<file path="src/rtl/usiq_sequencer.sv">
// Upstream IQ sequencer: captures one sample set per strobe and
// serialises it as I0,Q0,I1,Q1,... onto the IQ FIFO write port.
module usiq_sequencer #(
    parameter int NR   = 4,
    parameter int OVFW = 8
) (
    input  logic            clk,
    input  logic            rst,
    input  logic [2:0]      nrx,
    input  logic            rx_strobe,
    input  logic [NR*48-1:0] rx_tdata,
    output logic [23:0]     usiq_tdata,
    output logic            usiq_tvalid,
    input  logic            usiq_tready,
    output logic            usiq_tlast,
    output logic [1:0]      usiq_tuser,
    output logic            busy,
    output logic [OVFW-1:0] overrun_count
);

    localparam int HW = 8 * 48;

    typedef enum logic [1:0] {
        IDLE,
        SEND_I,
        SEND_Q
    } state_t;

    state_t state, state_nx;

    logic [HW-1:0]   hold, hold_nx, rx_pad;
    logic [2:0]      idx, idx_nx, last, last_nx, nrx_c;
    logic [23:0]     tdata_nx;
    logic            tvalid_nx, tlast_nx, busy_nx;
    logic [1:0]      tuser_nx;
    logic [OVFW-1:0] ovf_nx;
    logic            pend, pend_nx;
    logic            xfer, final_xfer, accept, drop;

    // Pad to eight receivers so a 3-bit index always selects in range.
    assign rx_pad = HW'(rx_tdata);

    always_comb begin
        state_nx   = state;
        hold_nx    = hold;
        idx_nx     = idx;
        last_nx    = last;
        tdata_nx   = usiq_tdata;
        tvalid_nx  = usiq_tvalid;
        tlast_nx   = usiq_tlast;
        tuser_nx   = usiq_tuser;
        ovf_nx     = overrun_count;
        pend_nx    = pend;

        xfer       = usiq_tvalid & usiq_tready;
        final_xfer = (state == SEND_Q) && xfer && (idx == last);
        accept     = rx_strobe && ((state == IDLE) || final_xfer);
        drop       = rx_strobe && !accept;
        nrx_c      = ({1'b0, nrx} >= 4'(NR)) ? 3'(NR - 1) : nrx;

        if (drop) begin
            pend_nx = 1'b1;
            if (~&overrun_count)
                ovf_nx = overrun_count + 1'b1;
        end

        unique case (state)
            IDLE: ;
            SEND_I: begin
                if (xfer) begin
                    tdata_nx = hold[48*int'(idx) +: 24];
                    tlast_nx = (idx == last);
                    tuser_nx = 2'b00;
                    state_nx = SEND_Q;
                end
            end
            SEND_Q: begin
                if (xfer) begin
                    tlast_nx = 1'b0;
                    tuser_nx = 2'b00;
                    if (idx == last) begin
                        tvalid_nx = 1'b0;
                        tdata_nx  = '0;
                        state_nx  = IDLE;
                    end else begin
                        idx_nx   = idx + 3'd1;
                        tdata_nx = hold[48*int'(idx_nx)+24 +: 24];
                        state_nx = SEND_I;
                    end
                end
            end
            default: state_nx = IDLE;
        endcase

        // A capture on the final transfer overrides the return to IDLE.
        if (accept) begin
            hold_nx   = rx_pad;
            last_nx   = nrx_c;
            idx_nx    = 3'd0;
            tdata_nx  = rx_pad[47:24];
            tvalid_nx = 1'b1;
            tlast_nx  = 1'b0;
            tuser_nx  = pend ? 2'b01 : 2'b00;
            pend_nx   = 1'b0;
            state_nx  = SEND_I;
        end

        busy_nx = (state_nx != IDLE);
    end

    always_ff @(posedge clk) begin
        if (rst) begin
            state         <= IDLE;
            hold          <= '0;
            idx           <= '0;
            last          <= '0;
            usiq_tdata    <= '0;
            usiq_tvalid   <= 1'b0;
            usiq_tlast    <= 1'b0;
            usiq_tuser    <= 2'b00;
            busy          <= 1'b0;
            overrun_count <= '0;
            pend          <= 1'b0;
        end else begin
            state         <= state_nx;
            hold          <= hold_nx;
            idx           <= idx_nx;
            last          <= last_nx;
            usiq_tdata    <= tdata_nx;
            usiq_tvalid   <= tvalid_nx;
            usiq_tlast    <= tlast_nx;
            usiq_tuser    <= tuser_nx;
            busy          <= busy_nx;
            overrun_count <= ovf_nx;
            pend          <= pend_nx;
        end
    end

endmodule

</file>
<file path="config.mk">
export PLATFORM = sky130hd
export DESIGN_NAME = usiq_sequencer
export DESIGN_NICKNAME = d
export VERILOG_FILES = /design/src/rtl/usiq_sequencer.sv
export SDC_FILE = /design/constraint.sdc
export NUM_CORES = 1
export LEC_CHECK = 0
export BUFFER_PORTS_ARGS = -buffer_cell sky130_fd_sc_hd__buf_2
export CORE_MARGIN = 5
export CORE_UTILIZATION = 54
export DETAILED_ROUTE_END_ITERATION = 12
export GPL_TIMING_DRIVEN = 0
export PLACE_DENSITY = 0.8
export SETUP_SLACK_MARGIN = 0.02
export SLEW_MARGIN = 0
export SYNTH_ARGS = -nofsm -noshare
export SYNTH_HDL_FRONTEND = slang
export SYNTH_SLANG_ARGS = --single-unit
</file>
<file path="constraint.sdc">
create_clock -name clk -period 2.31 [get_ports clk]
set_input_delay 0.693 -clock clk [delete_from_list [all_inputs] [get_ports clk]]
set_output_delay 0.693 -clock clk [all_outputs]
set_load 0.05 [all_outputs]
</file>
==> summary.md, run 1 <==
| Metric | Value |
|---|---|
| Clock buffer depth | `3` |
| Leak Pwr | `4.95 nW` |
| Hold Crit Endpoint | `hold[123]$_SDFFE_PP0P_` |
| Crit path kind | `reg -> reg` |
| CTS buffer count | `24` |
| Clock Latency Late Sink | `about 0.52 ns` |
| Via/cell ratio | `between 5 and 6` |
| Worst path max stage delay | `~0.4 ns` |
| Final ANT Viol Nets | `0` |
| Die H | `roughly 150 um` |
| Setup Skew | `just under 0.007 ns` |
| Initial core utilization | `0.543` |
| Most Frequent Cell on Critical Path | `buf_4` |
| Number of inserted diodes | `0` |
| Placed cells | `1645` |
| Hold Path Cell Cnt | `3` |
| Startpoint of the worst hold path | `rx_tdata[123]` |
| # clock sinks | `approximately 240` |
| Worst EP arrival | `~2.7 ns` |
| Initial antenna violation count | `0` |
| Flops & latches, synth | `237` |
| Final std cell area, no fill | `between 10000 and 15000 sq um` |
| Placed Area | `11500 sq um` |
| Worst Reg-to-Reg Cells | `9` |
| Max-Cap Viols | `0` |
| Root Driver | `clkbuf_16` |
| # rows | `50` |
| Hold violation count in the final report | `0` |
| Cell accounting for the most synthesized area | `dfxtp_1` |
| Synthesized cell area | `~10000 sq um` |
| Commonest non-fill, non-tap cell in the layout | `nand2_1` |
| # nets final | `about 1.6k` |
| DR iter-0 viols | `approximately 870` |
| Die Width | `between 100 and 150 um` |
| Synth Net Count | `between 1k and 1.5k` |
| Number of synthesized flops with an enable pin | `0` |
| Power density over the cells | `between 700 and 800 nW/um^2` |
| Relative slew slack | `0.523` |
| Area of the die | `21400 sq um` |
| # H-tree levels | `1` |
| Vias | `9687` |
| Area Overhead vs Synth | `22.9%` |
| Synth cell types | `37` |
| Share of layout cells above drive strength 1 | `0.262` |
| Setup TNS | `0 ns` |
| Port-buffer cells | `about 230` |
| Status | `completed` |
| Most used DFF post-synth | `dfxtp_1` |
| Num ports | `around 240` |
| Crit path required time | `2.75 ns` |
| Critical path's top delay family | `buffers and inverters` |
| Hold-fix buffers, CTS | `0` |
| Startpoint types | `flip-flop` |
| Ys Warns | `0` |
| Overall routing resource usage | `0.298` |
| Drt wl/cell | `roughly 20 um` |
| Vias in the first global route | `approximately 9.6k` |
| Share of the synthesized area in the top cell type | `0.472` |
| Worst vdd ir | `613 uV` |
| CP bufs+invs | `4` |
| Nature of the critical path endpoint | `flip-flop` |
| Fmax | `452 MHz` |
| Final core occ | `0.667` |
| Global-route wire length before repair | `between 50000 and 60000 um` |
| Fin crit share | `0.958` |
| Total wire length | `between 30000 and 40000 um` |
| Worst hold path class | `in -> reg` |
| Commonest cells after routing, fill and taps aside | `417 x nand2_1, 263 x buf_2, 237 x dfxtp_1, 225 x a21oi_1` |
| Routability Congestion | `0.930` |
| Largest net degree at the start of global routing | `14` |
| Post-Synthesis Cells | `1178` |
| Post-Place Setup Slack | `-0.333 ns` |
| Pins Over Slew Limit | `0` |
| Register area share after synthesis | `0.472` |
| Final setup fails | `0` |
| RSZ-0062 raised after global routing | `false` |
| Drt first pass iters | `8` |
| Total gr overflow | `0` |
| Share of flip-flops with an asynchronous set or reset | `0` |
| Clock slew at reported path FFs | `0.06 ns` |
| Synth area leaders | `dfxtp_1 47%, nand2_1 16%, a21oi_1 11%, mux4_2 11%, o211ai_1 3.6%` |
| Core area | `~19000 sq um` |
| CP cell instances | `clkbuf_4 -> xor2_4 -> nor4_4 -> o21a_1 -> buf_4 -> buf_8 -> buf_4 -> nand2_1 -> a21oi_1` |
| Worst R2R End | `hold[143]$_SDFFE_PP0P_` |
| Critical path peak fanout | `10` |
| Critical R2R Launch | `idx[1]$_SDFFE_PP0P_` |
| Syn Area/Cell | `approximately 8.5 sq um` |
| Setup ws final | `around 0.097 ns` |
| Residual DRC | `0` |
| Final min period | `around 2.2 ns` |
| Dpl hpwl | `25000 um` |
| Non-Filler Instances | `around 1.7k` |
| Flop2flop setup slack | `approximately 0.097 ns` |
| CTS tree | `yes` |
| Worst path slowest cell | `nor4_4` |
| Worst-Margin Slew | `0.715 ns` |
-- worst max path at each step --
stage	from	endpoint	slack (ns)	cells past startpoint
floorplan	state[0]$_SDFF_PP0_	usiq_tuser[0]$_SDFFE_PP0P_	0.24	11
global route	state[0]$_SDFF_PP0_	hold[73]$_SDFFE_PP0P_	0.02	10
finish	idx[1]$_SDFFE_PP0P_	hold[143]$_SDFFE_PP0P_	0.1	9
CTS	idx[0]$_SDFFE_PP0P_	usiq_tdata[16]$_SDFFE_PP0P_	0.03	8
detailed placement	state[0]$_SDFF_PP0_	hold[136]$_SDFFE_PP0P_	-0.33	11
global placement	state[0]$_SDFF_PP0_	hold[191]$_SDFFE_PP0P_	-0.23	11
-- registers in the layout, summed over array words and instances (netlist names) --
name,flops
usiq_tdata,24
idx,3
pend,1
state,2
overrun_count,8
last,3
usiq_tlast,1
hold,192
usiq_tuser,1
usiq_tvalid,1
busy,1
-- synthesized netlist by cell type, drive strengths merged (3+ instances only) --
library cell and count:
nor4 4, o211ai 48, nor2 19, dfxtp 237
nor4b 3, nand2 417, nand2b 3, clkbuf 40
xnor2 8, nor3 9, xor2 4, a21oi 225
ha 6, buf 55, o21ai 8, inv 27
nand3 4, mux4 48
-- per-stage QoR --
stage	hold WS (ns)	power, mW
6_report	0.404	9.79
5_1_grt	0.417	10.1
4_1_cts	0.403	9.75
3_5_place_dp	0.429	5.95
3_3_place_gp	0.429	5.91
2_1_floorplan	0.420	5.40
-- power breakdown --
part,total (mW),internal [mW],switching [mW]
combinational,1.40,0.514,0.881
sequential,4.52,4.36,0.164
clock,3.87,2.28,1.59
total,9.79,7.15,2.63
-- what timing repair did --
item,in CTS,in global routing
gates cloned,0,0
endpoints found under the setup margin,224,211
pin swaps,1,1
resized for setup,9,14
setup buffers,1,0
-- cell families after synthesis --
logic type	after synthesis	synth area share
xor gates and xnor gates	12	0.0119
DFF	237	0.472
buffers and inverters	122	0.0617
AOI/OAI and AO/OA	285	0.155
other	1	0.000373
and+or+nand+nor	466	0.183
muxes	49	0.109
adders and majority gates	6	0.00747
-- cell type report --
type / count / area [sq um]
inverter: 27 / 101
multi-input combinational: 819 / 4730
buffer: 93 / 543
timing repair buffer: 234 / 1170
fill: 1517 / 6160
clock buffer: 40 / 742
sequential: 237 / 4740
clock inverter: 1 / 30.0
tap: 234 / 293
-- worst reg2reg max path, cell delays in order (launching register included) --
cell and delay [ns]:
dfxtp_1 0.32, clkbuf_4 0.22, xor2_4 0.21, nor4_4 0.39
o21a_1 0.16, buf_4 0.19, buf_8 0.19, buf_4 0.20
nand2_1 0.10, a21oi_1 0.16
-- layer usage --
| layer | track usage | routed length [um] |
|---|---|---|
| met5 | 0 | 0 |
| met4 | 0.135 | 1590 |
| met3 | 0.0521 | 3000 |
| met2 | 0.486 | 15500 |
| met1 | 0.389 | 13000 |
Note: power is estimated with default switching activity, not from simulation.
==> run 2, diff against run 1 <==
CELL_PAD_IN_SITES_DETAIL_PLACEMENT = 0   (was not set)
CELL_PAD_IN_SITES_GLOBAL_PLACEMENT = 2   (was not set)
CORE_UTILIZATION = 31   (was 54)
PLACE_DENSITY = not set   (was 0.8)
PLACE_DENSITY_LB_ADDON = 0.1   (was not set)
SLEW_MARGIN = not set   (was 0)
==> run 2 against run 1 <==
  * Fmax increased by 0.40%
  * Global-route usage decreased by 9.0 points
  * Final area increased by 3.4%
  * Critical path depth decreased by 2
  * Critical endpoint is now usiq_tdata[21]$_SDFFE_PP0P_
  * Critical path type unchanged
  * Sequential cell count unchanged
==> summary.md, run 2 (synthesized netlist as in run 1, its figures left out) <==
| Metric | Value |
|---|---|
| Overall routing resource usage | `0.208` |
| Worst path slowest cell | `ha_1` |
| Clock Latency Late Sink | `between 0.5 and 0.6 ns` |
| Final min period | `approximately 2.2 ns` |
| Most Frequent Cell on Critical Path | `o211ai_1` |
| Worst vdd ir | `467 uV` |
| Vias | `roughly 9k` |
| Global-route wire length before repair | `around 57000 um` |
| Number of inserted diodes | `0` |
| Register area | `about 4700 sq um` |
| Routability Congestion | `0.850` |
| Setup Skew | `roughly 0.012 ns` |
| Dpl hpwl | `30100 um` |
| Max-Cap Viols | `0` |
| Core area | `around 32000 sq um` |
| Largest net degree at the start of global routing | `13` |
| Clock slew at reported path FFs | `about 0.06 ns` |
| CP cell instances | `ha_1 -> buf_2 -> mux4_2 -> inv_1 -> o211ai_1 -> o211ai_1 -> a21oi_1` |
| CTS buffer count | `27` |
| Worst hold path class | `in -> reg` |
| Largest register FFs | `192` |
| Switching share of power | `0.277` |
| Power density over the cells | `782 nW/um^2` |
| Commonest cells after routing, fill and taps aside | `416 x nand2_1, 249 x buf_2, 237 x dfxtp_1, 225 x a21oi_1` |
| Flop2flop setup slack | `0.11 ns` |
| Critical path's top delay family | `adder cells` |
| Total wire length | `between 30000 and 40000 um` |
| Critical path peak fanout | `10` |
| Status | `completed` |
| Initial antenna violation count | `0` |
| Multi-input logic area | `4750 sq um` |
| Initial core utilization | `0.311` |
| Share of layout cells above drive strength 1 | `0.270` |
| Total gr overflow | `0` |
| Clk pwr share | `0.403` |
| Drt first pass iters | `5` |
| Internal power | `a little over 7 mW` |
| Area of the die | `around 36000 sq um` |
| Worst EP arrival | `around 2.6 ns` |
| Relative slew slack | `0.387` |
| CP bufs+invs | `2` |
| Crit path kind | `reg -> reg` |
| Nature of the critical path endpoint | `flip-flop` |
| # clock sinks | `237` |
| # nets final | `1645` |
| Worst-Margin Slew | `between 0.9 and 1 ns` |
| Leak Pwr | `roughly 5 nW` |
| # H-tree levels | `1` |
| Commonest non-fill, non-tap cell in the layout | `nand2_1` |
| # rows | `66` |
| Setup ws final | `roughly 0.11 ns` |
| Top flop regs | `hold (192), usiq_tdata (24), overrun_count (8)` |
| Port-buffer cells | `between 200 and 250` |
| Reg with most FFs | `hold` |
| Final ANT Viol Nets | `0` |
| Final setup fails | `0` |
| Area Overhead vs Synth | `27.1%` |
| Die H | `approximately 190 um` |
| Worst path max stage delay | `0.57 ns` |
| Via/cell ratio | `roughly 4.8` |
| Hold violation count in the final report | `0` |
| Fin crit share | `0.954` |
| Root Driver | `clkbuf_16` |
| Vias in the first global route | `~9.2k` |
| Post-Place Setup Slack | `-0.450 ns` |
| Startpoint types | `flip-flop` |
| Num ports | `about 240` |
| Fmax | `between 400 and 500 MHz` |
| Worst hold-check slack | `about 0.40 ns` |
| Crit path required time | `2.70 ns` |
| Placed Area | `about 12000 sq um` |
| Net Switching | `roughly 2.8 mW` |
| DR iter-0 viols | `between 500 and 600` |
| Clock buffer depth | `3` |
| Residual DRC | `0` |
| CTS tree | `yes` |
| Final std cell area, no fill | `between 10000 and 15000 sq um` |
| Drt wl/cell | `a little over 20 um` |
| RSZ-0062 raised after global routing | `true` |
| Pins Over Slew Limit | `0` |
| Die Width | `about 190 um` |
| Fillers | `between 3k and 4k` |
| Share of power burned in registers | `0.452` |
| Logic pwr share | `0.145` |
==> run 2: path summary, 6_finish.rpt <==
kind                              start  cells past startpoint                     endpoint
setup / recovery    idx[1]$_SDFFE_PP0P_                      7  usiq_tdata[21]$_SDFFE_PP0P_
hold reg to reg   hold[16]$_SDFFE_PP0P_                      2        hold[16]$_SDFFE_PP0P_
hold / removal            rx_tdata[136]                      3       hold[136]$_SDFFE_PP0P_
setup reg to reg    idx[1]$_SDFFE_PP0P_                      7  usiq_tdata[21]$_SDFFE_PP0P_
==> run 2: final cells by class <==
| class | instances | area share |
|---|---|---|
| clock buffer | 40 | 0.0614 |
| inverter | 27 | 0.00793 |
| timing repair buffer | 235 | 0.0934 |
| tap | 442 | 0.0433 |
| sequential | 237 | 0.371 |
| clock inverter | 6 | 0.00255 |
| multi-input combinational | 819 | 0.372 |
| buffer | 93 | 0.0478 |
==> run 2: worst register-to-register path, stage by stage (launching register included) <==
cell and delay [ns]:
dfxtp_1 0.32, ha_1 0.57, buf_2 0.40, mux4_2 0.38
inv_1 0.09, o211ai_1 0.08, o211ai_1 0.14, a21oi_1 0.09
==> run 2: per-layer routing <==
| metal | vias up | share of wire | GRT usage |
|---|---|---|---|
| li1 | 4514 | - | - |
| met1 | 4342 | 0.47 | 0.294 |
| met2 | 243 | 0.45 | 0.336 |
| met3 | 48 | 0.056 | 0.0369 |
| met4 | 0 | 0.020 | 0.0434 |
| met5 | - | 0 | 0 |
==> run 2: power by group through the flow <==
| stage | clock [mW] | combinational, mW | sequential (mW) |
|---|---|---|---|
| 2_1_floorplan | 0 | 0.730 | 4.67 |
| 3_3_place_gp | 0 | 1.43 | 4.59 |
| 3_5_place_dp | 0 | 1.44 | 4.60 |
| 4_1_cts | 4.14 | 1.46 | 4.51 |
| 5_1_grt | 4.30 | 1.59 | 4.54 |
| 6_report | 4.02 | 1.45 | 4.52 |
==> run 2: timing repair <==
item                                    in CTS  in global routing
buffers inserted                             2                  0
pin swaps                                    1                  1
hold endpoints to repair                     0                  0
gates resized for setup                     21                 33
hold buffers                                 0                  0
endpoints found under the setup margin     229                205
gates cloned                                 0                  0
==> run 2: through the flow <==
stage	TNS (ns)	instances	total power, mW	util
floorplan	0	1178	5.40	-
global placement	-86.91	1853	6.03	0.365
detailed placement	-81.61	1853	6.04	0.365
CTS	0	1899	10.1	0.393
global route	-0.000886	1899	10.4	0.396
finish	0	1899	9.98	0.396
